===== config.mk =====
export PLATFORM = sky130hd
export DESIGN_NAME = bit_serial_acc_mc
export DESIGN_NICKNAME = d
export VERILOG_FILES = /design/src/rtl/bit_serial_acc_mc.sv
export SDC_FILE = /design/constraint.sdc
export NUM_CORES = 1
export LEC_CHECK = 0
export ABC_AREA = 1
export BUFFER_PORTS_ARGS = -buffer_cell sky130_fd_sc_hd__buf_4
export CAP_MARGIN = 10
export CORE_ASPECT_RATIO = 1.2
export CORE_MARGIN = 4
export CORE_UTILIZATION = 40
export CTS_CLUSTER_DIAMETER = 150
export DETAILED_ROUTE_END_ITERATION = 8
export GPL_TIMING_DRIVEN = 0
export MAX_ROUTING_LAYER = met4
export PLACE_DENSITY = 0.68
export RECOVER_POWER = 50
export SYNTH_ARGS = -nofsm -noshare
export SYNTH_HDL_FRONTEND = slang
export SYNTH_SLANG_ARGS = --single-unit

===== constraint.sdc =====
create_clock -name clk -period 13.65 [get_ports clk]
set_clock_uncertainty 0.05 [all_clocks]
set_input_delay 1.365 -clock clk [delete_from_list [all_inputs] [get_ports clk]]
set_output_delay 1.365 -clock clk [all_outputs]
set_load 0.02 [all_outputs]

===== src/rtl/bit_serial_acc_mc.sv =====
// Multi-channel bit-serial shift-accumulator: NUM_CH adder-tree sums per beat, LSB-first planes,
// cfg_bits beats per round, cfg_rounds rounds per result. Define BIT_SERIAL_ACC_SAT_EN for clamping.
module bit_serial_acc_mc #(
   parameter int NUM_CH           = 4,
   parameter int ADDER_TREE_WIDTH = 8,
   parameter int MAX_BITS         = 8,
   parameter int ROUND_MAX        = 128,
   parameter int ACC_WIDTH        = 24
) (
   input  logic                                 clk,
   input  logic                                 rst_n,
   input  logic                                 clr,
   input  logic [$clog2(MAX_BITS+1)-1:0]        cfg_bits,
   input  logic                                 cfg_signed,
   input  logic [$clog2(ROUND_MAX+1)-1:0]       cfg_rounds,
   input  logic [NUM_CH*ADDER_TREE_WIDTH-1:0]   adder_tree_sum,
   input  logic                                 adder_tree_sum_vld,
   output logic                                 adder_tree_sum_rdy,
   output logic [NUM_CH*ACC_WIDTH-1:0]          bit_serial_acc,
   output logic                                 bit_serial_acc_vld,
   input  logic                                 bit_serial_acc_rdy
);

   localparam int BW = $clog2(MAX_BITS+1);
   localparam int RW = $clog2(ROUND_MAX+1);
   localparam int AW = ACC_WIDTH;
   localparam int TW = ADDER_TREE_WIDTH;

   function automatic logic signed [AW-1:0] acc_add(input logic signed [AW-1:0] a,
                                                    input logic signed [AW-1:0] b);
`ifdef BIT_SERIAL_ACC_SAT_EN
      logic signed [AW:0] s;
      s = {a[AW-1], a} + {b[AW-1], b};
      if (s[AW] != s[AW-1])
         return s[AW] ? {1'b1, {(AW-1){1'b0}}} : {1'b0, {(AW-1){1'b1}}};
      return s[AW-1:0];
`else
      return a + b;
`endif
   endfunction

   logic [BW-1:0]         bit_cnt, bits_q, eff_bits;
   logic [RW-1:0]         round_cnt, rounds_q, eff_rounds;
   logic                  signed_q, eff_signed;
   logic                  first, last_bit, last_round, stall, accept, final_beat;
   logic signed [AW-1:0]  work_q   [NUM_CH];
   logic signed [AW-1:0]  work_nxt [NUM_CH];
   logic [NUM_CH*AW-1:0]  acc_q;
   logic                  acc_vld_q;

   assign stall              = acc_vld_q & ~bit_serial_acc_rdy;
   assign adder_tree_sum_rdy = ~stall;
   assign accept             = adder_tree_sum_vld & ~stall & ~clr;
   assign first              = (bit_cnt == '0) && (round_cnt == '0);

   // The first beat of a group must already obey the live config (e.g. bits=1 signed).
   always_comb begin
      eff_bits   = bits_q;
      eff_rounds = rounds_q;
      eff_signed = signed_q;
      if (first) begin
         if (cfg_bits == '0)
            eff_bits = BW'(1);
         else if (cfg_bits > BW'(MAX_BITS))
            eff_bits = BW'(MAX_BITS);
         else
            eff_bits = cfg_bits;
         if (cfg_rounds == '0)
            eff_rounds = RW'(1);
         else if (cfg_rounds > RW'(ROUND_MAX))
            eff_rounds = RW'(ROUND_MAX);
         else
            eff_rounds = cfg_rounds;
         eff_signed = cfg_signed;
      end
   end

   assign last_bit   = (bit_cnt == eff_bits - BW'(1));
   assign last_round = (round_cnt == eff_rounds - RW'(1));
   assign final_beat = accept & last_bit & last_round;

   for (genvar k = 0; k < NUM_CH; k++) begin : g_ch
      logic [TW-1:0]        sum_k;
      logic signed [AW-1:0] ext, term_raw, term;
      assign sum_k    = adder_tree_sum[k*TW +: TW];
      assign ext      = {{(AW-TW){sum_k[TW-1]}}, sum_k};
      assign term_raw = ext << bit_cnt;
      assign term     = (eff_signed && last_bit) ? -term_raw : term_raw;
      assign work_nxt[k] = first ? term : acc_add(work_q[k], term);
   end

   always_ff @(posedge clk or negedge rst_n) begin
      if (!rst_n) begin
         bit_cnt   <= '0;
         round_cnt <= '0;
         bits_q    <= BW'(1);
         rounds_q  <= RW'(1);
         signed_q  <= 1'b0;
         for (int k = 0; k < NUM_CH; k++) work_q[k] <= '0;
      end else if (clr) begin
         bit_cnt   <= '0;
         round_cnt <= '0;
         for (int k = 0; k < NUM_CH; k++) work_q[k] <= '0;
      end else if (accept) begin
         if (first) begin
            bits_q   <= eff_bits;
            rounds_q <= eff_rounds;
            signed_q <= eff_signed;
         end
         bit_cnt <= last_bit ? '0 : bit_cnt + BW'(1);
         if (last_bit)
            round_cnt <= last_round ? '0 : round_cnt + RW'(1);
         for (int k = 0; k < NUM_CH; k++) work_q[k] <= work_nxt[k];
      end
   end

   // A final beat accepted while the previous result drains keeps vld high with fresh data.
   always_ff @(posedge clk or negedge rst_n) begin
      if (!rst_n) begin
         acc_q     <= '0;
         acc_vld_q <= 1'b0;
      end else if (final_beat) begin
         for (int k = 0; k < NUM_CH; k++) acc_q[k*AW +: AW] <= work_nxt[k];
         acc_vld_q <= 1'b1;
      end else if (acc_vld_q && bit_serial_acc_rdy) begin
         acc_vld_q <= 1'b0;
      end
   end

   assign bit_serial_acc     = acc_q;
   assign bit_serial_acc_vld = acc_vld_q;

endmodule


==> impl_metrics.py <==
metrics = {
    "logic_synthesis": {
        "synth_top_area_share_pct": 27.16,
        "postSynthCellCount": 3229,
        "syn_nets": 3390,
        "seq_area_frac_synth_pct": 27.43,
        "synth_area_leaders": "dfrtp_1 (27%), nand2_1 (26%), nand3_1 (7.9%)",
        "ys_ff_latch": 218,
        "yosysTopAreaCell": "dfrtp_1",
        "ys.flop_type": "dfrtp_1",
        "synth_edf_count": 0,
        "synth_cell_types": 48,
        "yosysWarnings": 0,
        "avgSynthCellArea_um2": 6.162,
        "synth_area_mm2": 0.01990,
        "synthArstFlopShare_pct": 100.0,
    },
    "power_and_ir_drop": {
        "totalPowerFinal_mw": 5.181,
        "leakage_nw": 12.52,
        "internal_power_mw": 2.337,
        "vdd.ir_drop.worst_mv": 0.1058,
        "cellPowerDensity_mw_per_mm2": 229.9,
        "switching_share_pct": 54.88,
        "p_seq_share_pct": 16.8,
        "comb_power_share_pct": 68.7,
        "clock_power_share_pct": 14.5,
        "power_switching_mw": 2.843,
    },
    "setup_path": {
        "slowest_stage": "clkbuf_1",
        "required_ns": 12.81,
        "crit_path_start_kind": "input port",
        "worstSetupPathType": "input port to async pin",
        "endpoint_kind": "async pin",
        "cp.arrival_ns": 7.02,
        "cp_top_family": "buffers and inverters",
        "crit_path_frequent_cell": "clkbuf_1",
        "crit_fanout": 110,
        "path_buf_inv": 2,
        "slowest_delay_ns": 4.19,
        "path_cells": "clkbuf_1 > clkbuf_1",
    },
    "cells_and_area": {
        "synthToLayoutAreaGrowth_pct": 13.25,
        "nets": 3566,
        "fill_cells": 5369,
        "layout-drive-gt1-share_pct": 6.895,
    },
    "grt": {
        "grt_pass1_wl_um": 118000,
        "grt_overflow_total": 0,
        "grt_max_degree": 111,
        "grt_pass1_vias": 20400,
        "grt.total_usage_pct": 29.16,
        "antenna_found_initial": 2,
    },
    "floorplanning": {
        "ios": 148,
        "core_mm2": 0.04922,
        "die_area_mm2": 0.05339,
        "fp-row-count": 89,
        "fp.dieW_um": 211.6,
        "start_util_pct": 40.43,
        "die_y_um": 252.3,
    },
    "min_path": {
        "hp-class": "flop to flop",
    },
    "place": {
        "port_buffers": 144,
        "place_congestion": 1.020,
        "hpwl_um": 60520,
        "place_worst_setup_slack_ns": 6.933,
    },
    "sta": {
        "max_freq_ghz": 0.1273,
        "fin_setup_tns_ns": 0,
        "relSlewSlack_pct": -300.6,
        "fin_crit_ns": 7.853,
        "tightest_slew_ns": 6.010,
        "postLayoutSetupSlackWorst_ns": 5.797,
        "worst_hold_slack_ns": 0.4272,
        "hold_violations": 0,
        "maxSlewViolCount": 223,
        "rsz0062_at_grt": "no",
        "finalCritPeriodShare_pct": 57.53,
        "setup_viol_count_final": 0,
    },
    "cts": {
        "cts.clk_slew.worst_paths_ns": 0.06,
        "cts_hold_buf": 0,
        "cts_tree": "yes",
        "clk_latency_ns": 0.58,
        "postCtsSetupBuffers": 0,
        "cts_sinks": 218,
        "cts-resized-gates": 0,
        "numCtsBuffers": 25,
        "cts_buffer_depth": 3,
        "clock-root-buffer": "clkbuf_16",
        "htreeDepth": 1,
    },
    "routing": {
        "drc": 0,
        "drtPass1Iterations": 7,
        "routed_via_density": 5.383,
        "vias": 21870,
        "drt_iter0_drc": 1969,
        "drt-total-wl_um": 77960,
        "drtAntennaViolNets": 0,
        "wl_per_cell_um": 19.19,
    },
    "job": {
        "maxCapViolations": 3,
    },
    "status": {
        "violations": "capacitance limit, slew limit",
        "status": "finished, violations left",
    },
}
[worst reg2reg max path: cells and delay by family (launching register included)]
family	cells	cell delay (ns)
AO/OA/AOI/OAI	5	1.15
XOR/XNOR	1	0.16
adder cells (fa/ha/maj)	3	0.79
flip-flops	1	0.41
buffers and inverters	9	1.80
AND/OR/NAND/NOR	18	2.31
[flip-flops by register name, summed over array words and instances, names as in the netlist]
register and flops:
work_q 96, bit_serial_acc 96, round_cnt 8, bit_cnt 4
bit_serial_acc_vld 1, signed_q 1, bits_q 4, rounds_q 8
[final cells by class]
class	instances	area [um2]	area share [%]
Multi-Input combinational cell	2628	12860	57.05
Sequential cell	218	5458	24.22
Inverter	274	1028	4.564
Timing Repair Buffer	149	945.9	4.198
Tap cell	637	797.0	3.537
Clock buffer	33	715.7	3.176
Buffer	109	558.0	2.476
Clock inverter	12	170.2	0.7551
Antenna cell	2	5.005	0.02221
[placed cells by master (no fill, tap or decap), types with 15 or more instances in the layout]
cell type and count:
a21boi_0 15, a21oi_1 130, a31oi_1 19, buf_2 26
buf_4 101, clkbuf_1 108, clkbuf_16 25, dfrtp_1 216
ha_1 107, inv_1 263, nand2_1 1392, nand3_1 316
nand4_1 32, nor2_1 186, nor3_1 23, o21ai_0 161
o21bai_1 31, or2_2 24, xnor2_1 33, xor2_1 75
[cell families (layout without fill, tap and decap cells)]
group | count (synthesis) | in the layout | share of synthesized area, %
AO/OA/AOI/OAI | 394 | 394 | 10.98
flip-flops | 218 | 218 | 27.43
adder cells (fa/ha/maj) | 111 | 111 | 7.131
XOR/XNOR | 108 | 108 | 4.754
AND/OR/NAND/NOR | 2015 | 2015 | 41.73
buffers and inverters | 383 | 577 | 7.973
other | 0 | 2 | 0
[through the flow]
| step | cell area [um2] | utilization, % | std cells |
|---|---|---|---|
| 3_5_place_dp | 21870 | 44.44 | 4014 |
| 6_report | 22530 | 45.78 | 4062 |
| 2_1_floorplan | 19900 | - | 3229 |
| 4_1_cts | 22760 | 46.24 | 4059 |
| 5_1_grt | 22530 | 45.78 | 4062 |
| 3_3_place_gp | 21780 | 44.24 | 4010 |
[power by group through the flow]
stage / sequential [mW] / clock, mW / combinational, mW
after floorplan: 0.849 / 0 / 2.50
after global placement: 0.873 / 0 / 3.46
after detailed placement: 0.874 / 0 / 3.49
after CTS: 0.866 / 0.766 / 3.50
after global routing: 0.881 / 0.792 / 3.97
final: 0.868 / 0.752 / 3.56
[synthesized netlist by cell type (all sizes together), types with 2 or more instances]
cell type	number
nor4	8
nand3	318
xor2	75
clkinv	4
fa	4
nor3	23
o22ai	6
a21boi	15
o21bai	31
nor2	198
inv	270
a22o	2
a21oi	130
a31oi	19
buf	55
nand2	1394
o21ai	170
ha	107
nand4	33
o21a	3
o31ai	2
a211oi	3
dfrtp	216
clkbuf	54
or2	24
dfstp	2
xnor2	33
nand3b	9
and2	7
a21o	8
[layer usage]
| metal | up-vias | wire [um] | share of wire, % | GRT usage, % |
|---|---|---|---|---|
| met3 | 180 | 6058 | 7.8 | 3.526 |
| met2 | 831 | 35280 | 45 | 46.36 |
| met5 | - | 0 | 0 | - |
| li1 | 10750 | - | - | - |
| met1 | 10100 | 32600 | 42 | 37.58 |
| met4 | 0 | 4012 | 5.1 | 12.61 |
[worst paths after layout]
check	from	endpoint	slack, ns	depth (start not counted)
worst max-delay path	rst_n	round_cnt[7]	5.80	2
worst min-delay path	bit_serial_acc[39]	bit_serial_acc[39]	0.43	2
worst max register to register	bit_cnt[1]	work_q[42]	6.87	36
worst min register to register	bit_serial_acc[39]	bit_serial_acc[39]	0.43	2
max in group clk	bit_cnt[1]	work_q[42]	6.87	36
min in group asynchronous	rst_n	work_q[4]	1.19	1
Power figures use the tool's default switching activity.
